==> src/rtl/mem_arb_pkg.sv <==
// Shared types and legal-range constants for the fetch/LSU memory port arbiter.
package mem_arb_pkg;

  typedef enum logic [1:0] {
    OWN_NONE,
    OWN_IF,
    OWN_LS
  } owner_t;

  typedef enum logic {
    IDLE,
    BUSY
  } arb_state_t;

  localparam int unsigned MEM_LAT_MIN    = 1;
  localparam int unsigned MEM_LAT_MAX    = 4;
  localparam int unsigned STARVE_MAX_MIN = 1;
  localparam int unsigned STARVE_MAX_MAX = 15;

  // Counter widths sized for the largest legal parameter values.
  localparam int unsigned LAT_CNT_W    = $clog2(MEM_LAT_MAX + 1);
  localparam int unsigned STARVE_CNT_W = $clog2(STARVE_MAX_MAX + 1);

endpackage

==> src/rtl/mem_port_arbiter.sv <==
// Arbitrates the single-port unified memory between instruction fetch and the load/store unit.
// LS has priority; fetch is forced through after STARVE_MAX consecutive losses.
module mem_port_arbiter
  import mem_arb_pkg::*;
#(
  parameter int unsigned ADDR_W     = 32,
  parameter int unsigned DATA_W     = 32,
  parameter int unsigned MEM_LAT    = 1,
  parameter int unsigned STARVE_MAX = 4
) (
  input  logic                clk,
  input  logic                rst,
  input  logic                if_req,
  input  logic [ADDR_W-1:0]   if_addr,
  output logic                if_gnt,
  output logic                if_rvalid,
  output logic [DATA_W-1:0]   if_rdata,
  input  logic                ls_req,
  input  logic                ls_we,
  input  logic [ADDR_W-1:0]   ls_addr,
  input  logic [DATA_W-1:0]   ls_wdata,
  input  logic [DATA_W/8-1:0] ls_wstrb,
  output logic                ls_gnt,
  output logic                ls_rvalid,
  output logic [DATA_W-1:0]   ls_rdata,
  output logic                mem_en,
  output logic                mem_we,
  output logic [ADDR_W-1:0]   mem_addr,
  output logic [DATA_W-1:0]   mem_wdata,
  output logic [DATA_W/8-1:0] mem_wstrb,
  input  logic [DATA_W-1:0]   mem_rdata,
  output logic                fetch_stall
);

  localparam logic [LAT_CNT_W-1:0]    LatOne    = LAT_CNT_W'(1);
  localparam logic [LAT_CNT_W-1:0]    LatLoad   = LAT_CNT_W'(MEM_LAT);
  localparam logic [STARVE_CNT_W-1:0] StarveTop = STARVE_CNT_W'(STARVE_MAX);
  localparam logic [STARVE_CNT_W-1:0] StarveOne = STARVE_CNT_W'(1);

  arb_state_t                state_q, state_d;
  owner_t                    owner_q, owner_d;
  logic [LAT_CNT_W-1:0]      lat_cnt_q, lat_cnt_d;
  logic [STARVE_CNT_W-1:0]   starve_cnt_q, starve_cnt_d;

  logic resp, can_issue, starved, if_win, ls_win, issue;

  always_comb begin
    resp      = (state_q == BUSY) && (lat_cnt_q == LatOne);
    // rst gates issue so that no grant or memory strobe leaks out while reset is held.
    can_issue = rst && ((state_q == IDLE) || resp);
    starved   = (starve_cnt_q == StarveTop);
    if_win    = can_issue && if_req && (!ls_req || starved);
    ls_win    = can_issue && ls_req && !if_win;
    issue     = if_win || ls_win;
  end

  always_comb begin
    if_gnt      = if_win;
    ls_gnt      = ls_win;
    fetch_stall = if_req && !if_win;
    mem_en      = issue;
    mem_we      = ls_win && ls_we;
    mem_addr    = '0;
    mem_wdata   = '0;
    mem_wstrb   = '0;
    if (ls_win) begin
      mem_addr  = ls_addr;
      mem_wdata = ls_wdata;
      mem_wstrb = ls_wstrb;
    end else if (if_win) begin
      mem_addr  = if_addr;
    end
    if_rvalid = resp && (owner_q == OWN_IF);
    ls_rvalid = resp && (owner_q == OWN_LS);
    if_rdata  = if_rvalid ? mem_rdata : '0;
    ls_rdata  = ls_rvalid ? mem_rdata : '0;
  end

  always_comb begin
    state_d      = state_q;
    owner_d      = owner_q;
    lat_cnt_d    = lat_cnt_q;
    starve_cnt_d = starve_cnt_q;
    if (issue) begin
      state_d   = BUSY;
      owner_d   = if_win ? OWN_IF : OWN_LS;
      lat_cnt_d = LatLoad;
    end else if (resp) begin
      state_d   = IDLE;
      owner_d   = OWN_NONE;
      lat_cnt_d = '0;
    end else if (state_q == BUSY) begin
      lat_cnt_d = lat_cnt_q - LatOne;
    end
    if (if_win) begin
      starve_cnt_d = '0;
    end else if (if_req && ls_win && !starved) begin
      starve_cnt_d = starve_cnt_q + StarveOne;
    end
  end

  always_ff @(posedge clk or negedge rst) begin
    if (!rst) begin
      state_q      <= IDLE;
      owner_q      <= OWN_NONE;
      lat_cnt_q    <= '0;
      starve_cnt_q <= '0;
    end else begin
      state_q      <= state_d;
      owner_q      <= owner_d;
      lat_cnt_q    <= lat_cnt_d;
      starve_cnt_q <= starve_cnt_d;
    end
  end

endmodule

==> config.mk <==
export PLATFORM = sky130hd
export DESIGN_NAME = mem_port_arbiter
export DESIGN_NICKNAME = d
export VERILOG_FILES = /design/src/rtl/mem_arb_pkg.sv /design/src/rtl/mem_port_arbiter.sv
export SDC_FILE = /design/constraint.sdc
export NUM_CORES = 1
export LEC_CHECK = 0
export CAP_MARGIN = 20
export CORE_AREA = 5 5 104 106
export CTS_CLUSTER_SIZE = 10
export DETAILED_ROUTE_END_ITERATION = 7
export DIE_AREA = 0 0 109 111
export GPL_TIMING_DRIVEN = 0
export PLACE_DENSITY = 0.81
export SETUP_SLACK_MARGIN = 0.15
export SLEW_MARGIN = 20
export SYNTH_ARGS = -nofsm -noshare
export SYNTH_HDL_FRONTEND = slang
export SYNTH_SLANG_ARGS = --single-unit
==> constraint.sdc <==
create_clock -name clk -period 2.3 [get_ports clk]
set_input_delay 0.345 -clock clk [delete_from_list [all_inputs] [get_ports clk]]
set_output_delay 0.345 -clock clk [all_outputs]
set_load 0.02 [all_outputs]
### Word level (Yosys, flattened, before mapping)

Cells that the tools add are included.

* input port bits: 137
* word-level logic and storage cells: 48
* output and inout port bits: 139
* register bits: 10

* muxes and demuxes: 16
* reductions and logical operators: 21
* add/subtract/negate cells: 2
* bitwise gates (word level): 1
* eq/ne operators: 4

Operators with widths (number)
* $mux 32: 5
* $logic_and 1x1->1: 12
* $mux 4: 3
* $mux 3: 3
* $mux 2: 3
* $add 4x1->4 const B: 1
* $eq 4x3->1 const B: 1
* $reduce_bool 2->1: 2
* $eq 3x1->1 const B: 1
* $logic_not 1->1: 3
* $logic_or 1x1->1: 3
* $reduce_bool 3->1: 1
* $sub 3x1->3 const B: 1
* $eq 2x1->1 const B: 1
* $eq 2x2->1 const B: 1
* $mux 1: 2
* $not 1->1: 1

### Depth between registers and ports, before layout

* depth in word-level cells: 12
* mapped depth: 7
* mapped depth without buffers: 5

### Worst setup path before layout

OpenSTA, ideal clock, no wires.

* path kind: register to output
* from: register starve_cnt_q[0]
* to: output port mem_addr[24]
* cell stages (with the launch flop): 7
* buffers on the path: 1
* path slack: 250 ps
* required time: 1955 ps
* data arrival time: 1705 ps
* cells stage by stage: dfrtp_1 -> inv_1 -> ha_1 -> and3b_4 -> o221ai_4 -> buf_8 -> mux2_4

* cells in the longest elaborated chain, start to end: 6
* elaborated cells on any way between the ends: 7
* those cells by class: 1 x eq/ne; 2 x mux; 4 x reduce/logical

RTL lines
* start, declared: RTL line mem_port_arbiter.sv:43 `logic [STARVE_CNT_W-1:0] starve_cnt_q, starve_cnt_d;`
* start signal, assigned: RTL line mem_port_arbiter.sv:112 `starve_cnt_q <= starve_cnt_d;`
* $eq 4x3->1 (*): RTL line mem_port_arbiter.sv:51 `starved = (starve_cnt_q == StarveTop);`
* $logic_or 1x1->1 (*): RTL line mem_port_arbiter.sv:52 `if_win = can_issue && if_req && (!ls_req || starved);`
* $logic_and 1x1->1 (*): RTL line mem_port_arbiter.sv:52
* $logic_not 1->1: RTL line mem_port_arbiter.sv:53 `ls_win = can_issue && ls_req && !if_win;`
* $logic_and 1x1->1: RTL line mem_port_arbiter.sv:53
* $mux 32 (*): RTL line mem_port_arbiter.sv:66 `if (ls_win) begin`
* end, declared: RTL line mem_port_arbiter.sv:28 `output logic [ADDR_W-1:0] mem_addr,`

Every way passes the cells marked *; elsewhere a longest branch is shown, timed or not.

### Worst setup path in the final report

* from: register lat_cnt_q[0]
* to: output port mem_addr[19]

* cells in the longest elaborated chain, start to end: 9
* elaborated cells on any way between the ends: 11
* those cells by class: 1 x eq/ne; 2 x mux; 8 x reduce/logical

RTL lines
* start, declared: RTL line mem_port_arbiter.sv:42 `logic [LAT_CNT_W-1:0] lat_cnt_q, lat_cnt_d;`
* start signal, assigned: RTL line mem_port_arbiter.sv:111 `lat_cnt_q <= lat_cnt_d;`
* $eq 3x1->1 (*): RTL line mem_port_arbiter.sv:48 `resp = (state_q == BUSY) && (lat_cnt_q == LatOne);`
* $logic_and 1x1->1 (*): RTL line mem_port_arbiter.sv:48
* $logic_or 1x1->1 (*): RTL line mem_port_arbiter.sv:50 `can_issue = rst && ((state_q == IDLE) || resp);`
* $logic_and 1x1->1 (*): RTL line mem_port_arbiter.sv:50
* $logic_and 1x1->1 (2 in series): RTL line mem_port_arbiter.sv:52
* $logic_not 1->1: RTL line mem_port_arbiter.sv:53
* $logic_and 1x1->1: RTL line mem_port_arbiter.sv:53
* $mux 32 (*): RTL line mem_port_arbiter.sv:66

Marked as above.

==> results.yml <==
status:
  status: "complete, but fails checks"
  violations: "negative setup slack"
clock_tree:
  clkSlewWorstSetupHoldPaths_ns: 0.05
  cts_max_path_buffers: 2
  cts_inserted_buffers: 3
  cts_tree: "built"
  hold_buffers: 0
  cts-root-buf: "clkbuf_8"
  cts.sinks: 10
  clk_latency_ns: 0.23
  ctsHtreeMaxLevel: 1
routing:
  wl_per_cell_um: 17.5
  drt_first_pass_iters: 4
  drt_iter0_drc: 130
  vias_per_cell: 4.51
  drt_wl_total_mm: 13.1
  route.detailed.drc: 0
  drtAntennaViolNets: 0
  vias: 3384
timing:
  skew_ns: 0.00428
  max_slew_margin_pct: 61.6
  setup_viol: 13
  fin_ws_ns: -0.0150
  finalHoldViolations: 0
  fin_crit_ns: 2.32
  layout_worst_path_cycle_share_pct: 101
  drv_slew: 0
  worstMarginPinSlew_ns: 0.576
  fmax_ghz: 0.432
  rsz0062_at_grt: "true"
synthesis:
  netlist_area_um2: 2270
  ys_ff_latch: 10
  netlist_instances: 291
  synth_top_family_by_area: "simple AND/OR/NAND/NOR gates"
  synth_compound_area_share_pct: 18.2
  yosysSeqAreaShare_pct: 11.0
  synth_xor_area_share_pct: 0
  synthSimpleGateAreaFrac_pct: 34.0
  muxShareOfSynthArea_pct: 20.7
  syn_nets: 432
  synth_warnings: 0
  synth_cell_type_count: 38
  synth-adder-area-share_pct: 2.20
  postSynthAreaPerCell_um2: 7.81
pwr:
  power_mw: 3.69
  leakagePower_nw: 3.13
  vdd_drop_max_uv: 231
  powerDensity_nw_per_um2: 570
die:
  row_count: 36
  ios: 276
  die_h_um: 111
  die_x_um: 109
  initial_core_util_pct: 23.5
  core_um2: 9680
  dieArea_um2: 12100
flow_run:
  cap_violations: 0
worst_setup_path:
  cp-end-kind: "output pin"
  worstPathMaxFanout: 7
  cp_data_required_time_ns: 1.96
  crit_type: "flip-flop to output pin"
  startpoint_type: "flip-flop"
  arrival_ns: 1.97
  r2r_slack_ns: 0.48
global_route:
  grt_pass1_wl_mm: 19.3
  grt_max_degree: 15
  grtUsageTotal_pct: 19.8
  grt-ovfl-total: 0
  antenna_found_initial: 1
  grt_pass1_vias: 3594
layout:
  layout_common_cells: "buf_6 (151), clkdlybuf4s50_1 (133), and2_4 (102), inv_1 (43), mux2_4 (32)"
  fin_area_um2: 6470
  fin_util_pct: 66.8
  final_common_cell: "buf_6"
  drive_above_1_share_pct: 60.1
  area_delta_synth_final_pct: 185
  fin_cells: 750
  nets: 759
placed_design:
  numPortBuffers: 275
  dp_hpwl_mm: 9.71
  dpl_cell_area_um2: 5190
  gp_congestion: 0.833
  place_ws_ns: -1.25
  placed_cells: 699
min_path:
  hold_class: "input port to async pin"
[per-stage QoR]
stage	setup TNS (ns)	hold WS, ns
6_report	-0.0821	0.102
5_1_grt	-2.02	0.128
4_1_cts	-0.0670	0.111
3_5_place_dp	-97.60	0.530
3_3_place_gp	-88.91	0.522
2_1_floorplan	0	0.0494
[final cells by class]
cell class,instances,area (um^2)
inverter,44,165
antenna,1,2.50
timing repair buffer,322,3470
tap,133,166
multi-input combinational,212,2100
clock buffer,3,41.3
sequential,10,250
fill,729,3210
buffer,25,275
[sequential cells by signal, indices dropped and copies added, names as in the netlist]
| signal | count |
|---|---|
| starve_cnt_q | 4 |
| owner_q | 2 |
| state_q | 1 |
| lat_cnt_q | 3 |
[power by group]
group,leakage [nW],internal (mW),switching [mW],total [mW]
Combinational,3.00,1.75,1.44,3.19
Clock,0.0216,0.114,0.0625,0.177
Sequential,0.117,0.257,0.0647,0.321
Total,3.13,2.12,1.57,3.69
[path summary, 6_finish.rpt]
| path | start | end | cells after the start |
|---|---|---|---|
| min in group clk | starve_cnt_q[1] | starve_cnt_q[1] | 2 |
| min reg2reg | starve_cnt_q[1] | starve_cnt_q[1] | 2 |
| max in group asynchronous | rst | lat_cnt_q[2] | 1 |
| max | lat_cnt_q[0] | mem_addr[19] | 7 |
| min | rst | starve_cnt_q[0] | 1 |
| max reg2reg | starve_cnt_q[0] | starve_cnt_q[1] | 9 |
[per-layer routing]
metal / routed length, um / share of wire (%) / track usage, %
met1: 4710 / 36 / 21.7
met2: 7150 / 55 / 38.0
met3: 955 / 7.3 / 3.73
met4: 298 / 2.3 / 4.88
met5: 0 / 0 / 0
[synth_stat cells]
| library cell | n | share of area (%) |
|---|---|---|
| a2111o_1 | 3 | 1.5 |
| a2111oi_0 | 1 | 0.39 |
| a211oi_1 | 33 | 11 |
| a21oi_1 | 2 | 0.44 |
| a221oi_2 | 1 | 0.66 |
| a32o_1 | 1 | 0.44 |
| and2_1 | 101 | 28 |
| and2_2 | 2 | 0.66 |
| and2b_4 | 1 | 0.44 |
| and3_1 | 1 | 0.28 |
| and3b_4 | 1 | 0.55 |
| buf_12 | 2 | 1.8 |
| buf_2 | 6 | 1.3 |
| buf_4 | 1 | 0.33 |
| buf_8 | 1 | 0.66 |
| clkbuf_1 | 14 | 2.3 |
| clkbuf_2 | 1 | 0.22 |
| dfrtp_1 | 10 | 11 |
| ha_1 | 4 | 2.2 |
| inv_1 | 44 | 7.3 |
| mux2_2 | 5 | 2.5 |
| mux2_4 | 27 | 18 |
| mux2i_1 | 1 | 0.44 |
| nand2_1 | 6 | 0.99 |
| nand2b_1 | 2 | 0.55 |
| nand3_1 | 1 | 0.22 |
| nand3b_1 | 1 | 0.33 |
| nor2_1 | 2 | 0.33 |
| nor3_1 | 3 | 0.66 |
| nor3_2 | 2 | 0.88 |
| nor3b_1 | 1 | 0.33 |
| o2111ai_1 | 1 | 0.39 |
| o211ai_1 | 1 | 0.33 |
| o21ai_0 | 4 | 0.88 |
| o21bai_1 | 1 | 0.33 |
| o221ai_1 | 1 | 0.39 |
| o221ai_4 | 1 | 1.2 |
| o22a_1 | 1 | 0.39 |
[logic make-up (layout without fill, tap and decap cells)]
logic type	Yosys count	after routing
buffers and inverters	69	394
adder cells (fa/ha/maj)	4	4
flip-flops	10	10
multiplexers	33	33
AO/OA/AOI/OAI	51	51
other	0	1
AND/OR/NAND/NOR	124	124
[what timing repair did]
| action | in CTS | in global routing |
|---|---|---|
| buffers inserted | 24 | 11 |
| gates resized for setup | 994 | 55 |
| pin swaps | 58 | 17 |
| endpoints found under the setup margin | 141 | 138 |
| gates cloned | 10 | 2 |
[worst max-delay path, cell delays in order (launching register included)]
cell       delay, ns
dfrtp_1         0.40
ha_4            0.19
and2b_4         0.18
o221ai_4        0.19
buf_12          0.18
clkbuf_16       0.16
mux2_4          0.30
buf_6           0.13
Power figures use the tool's default switching activity.
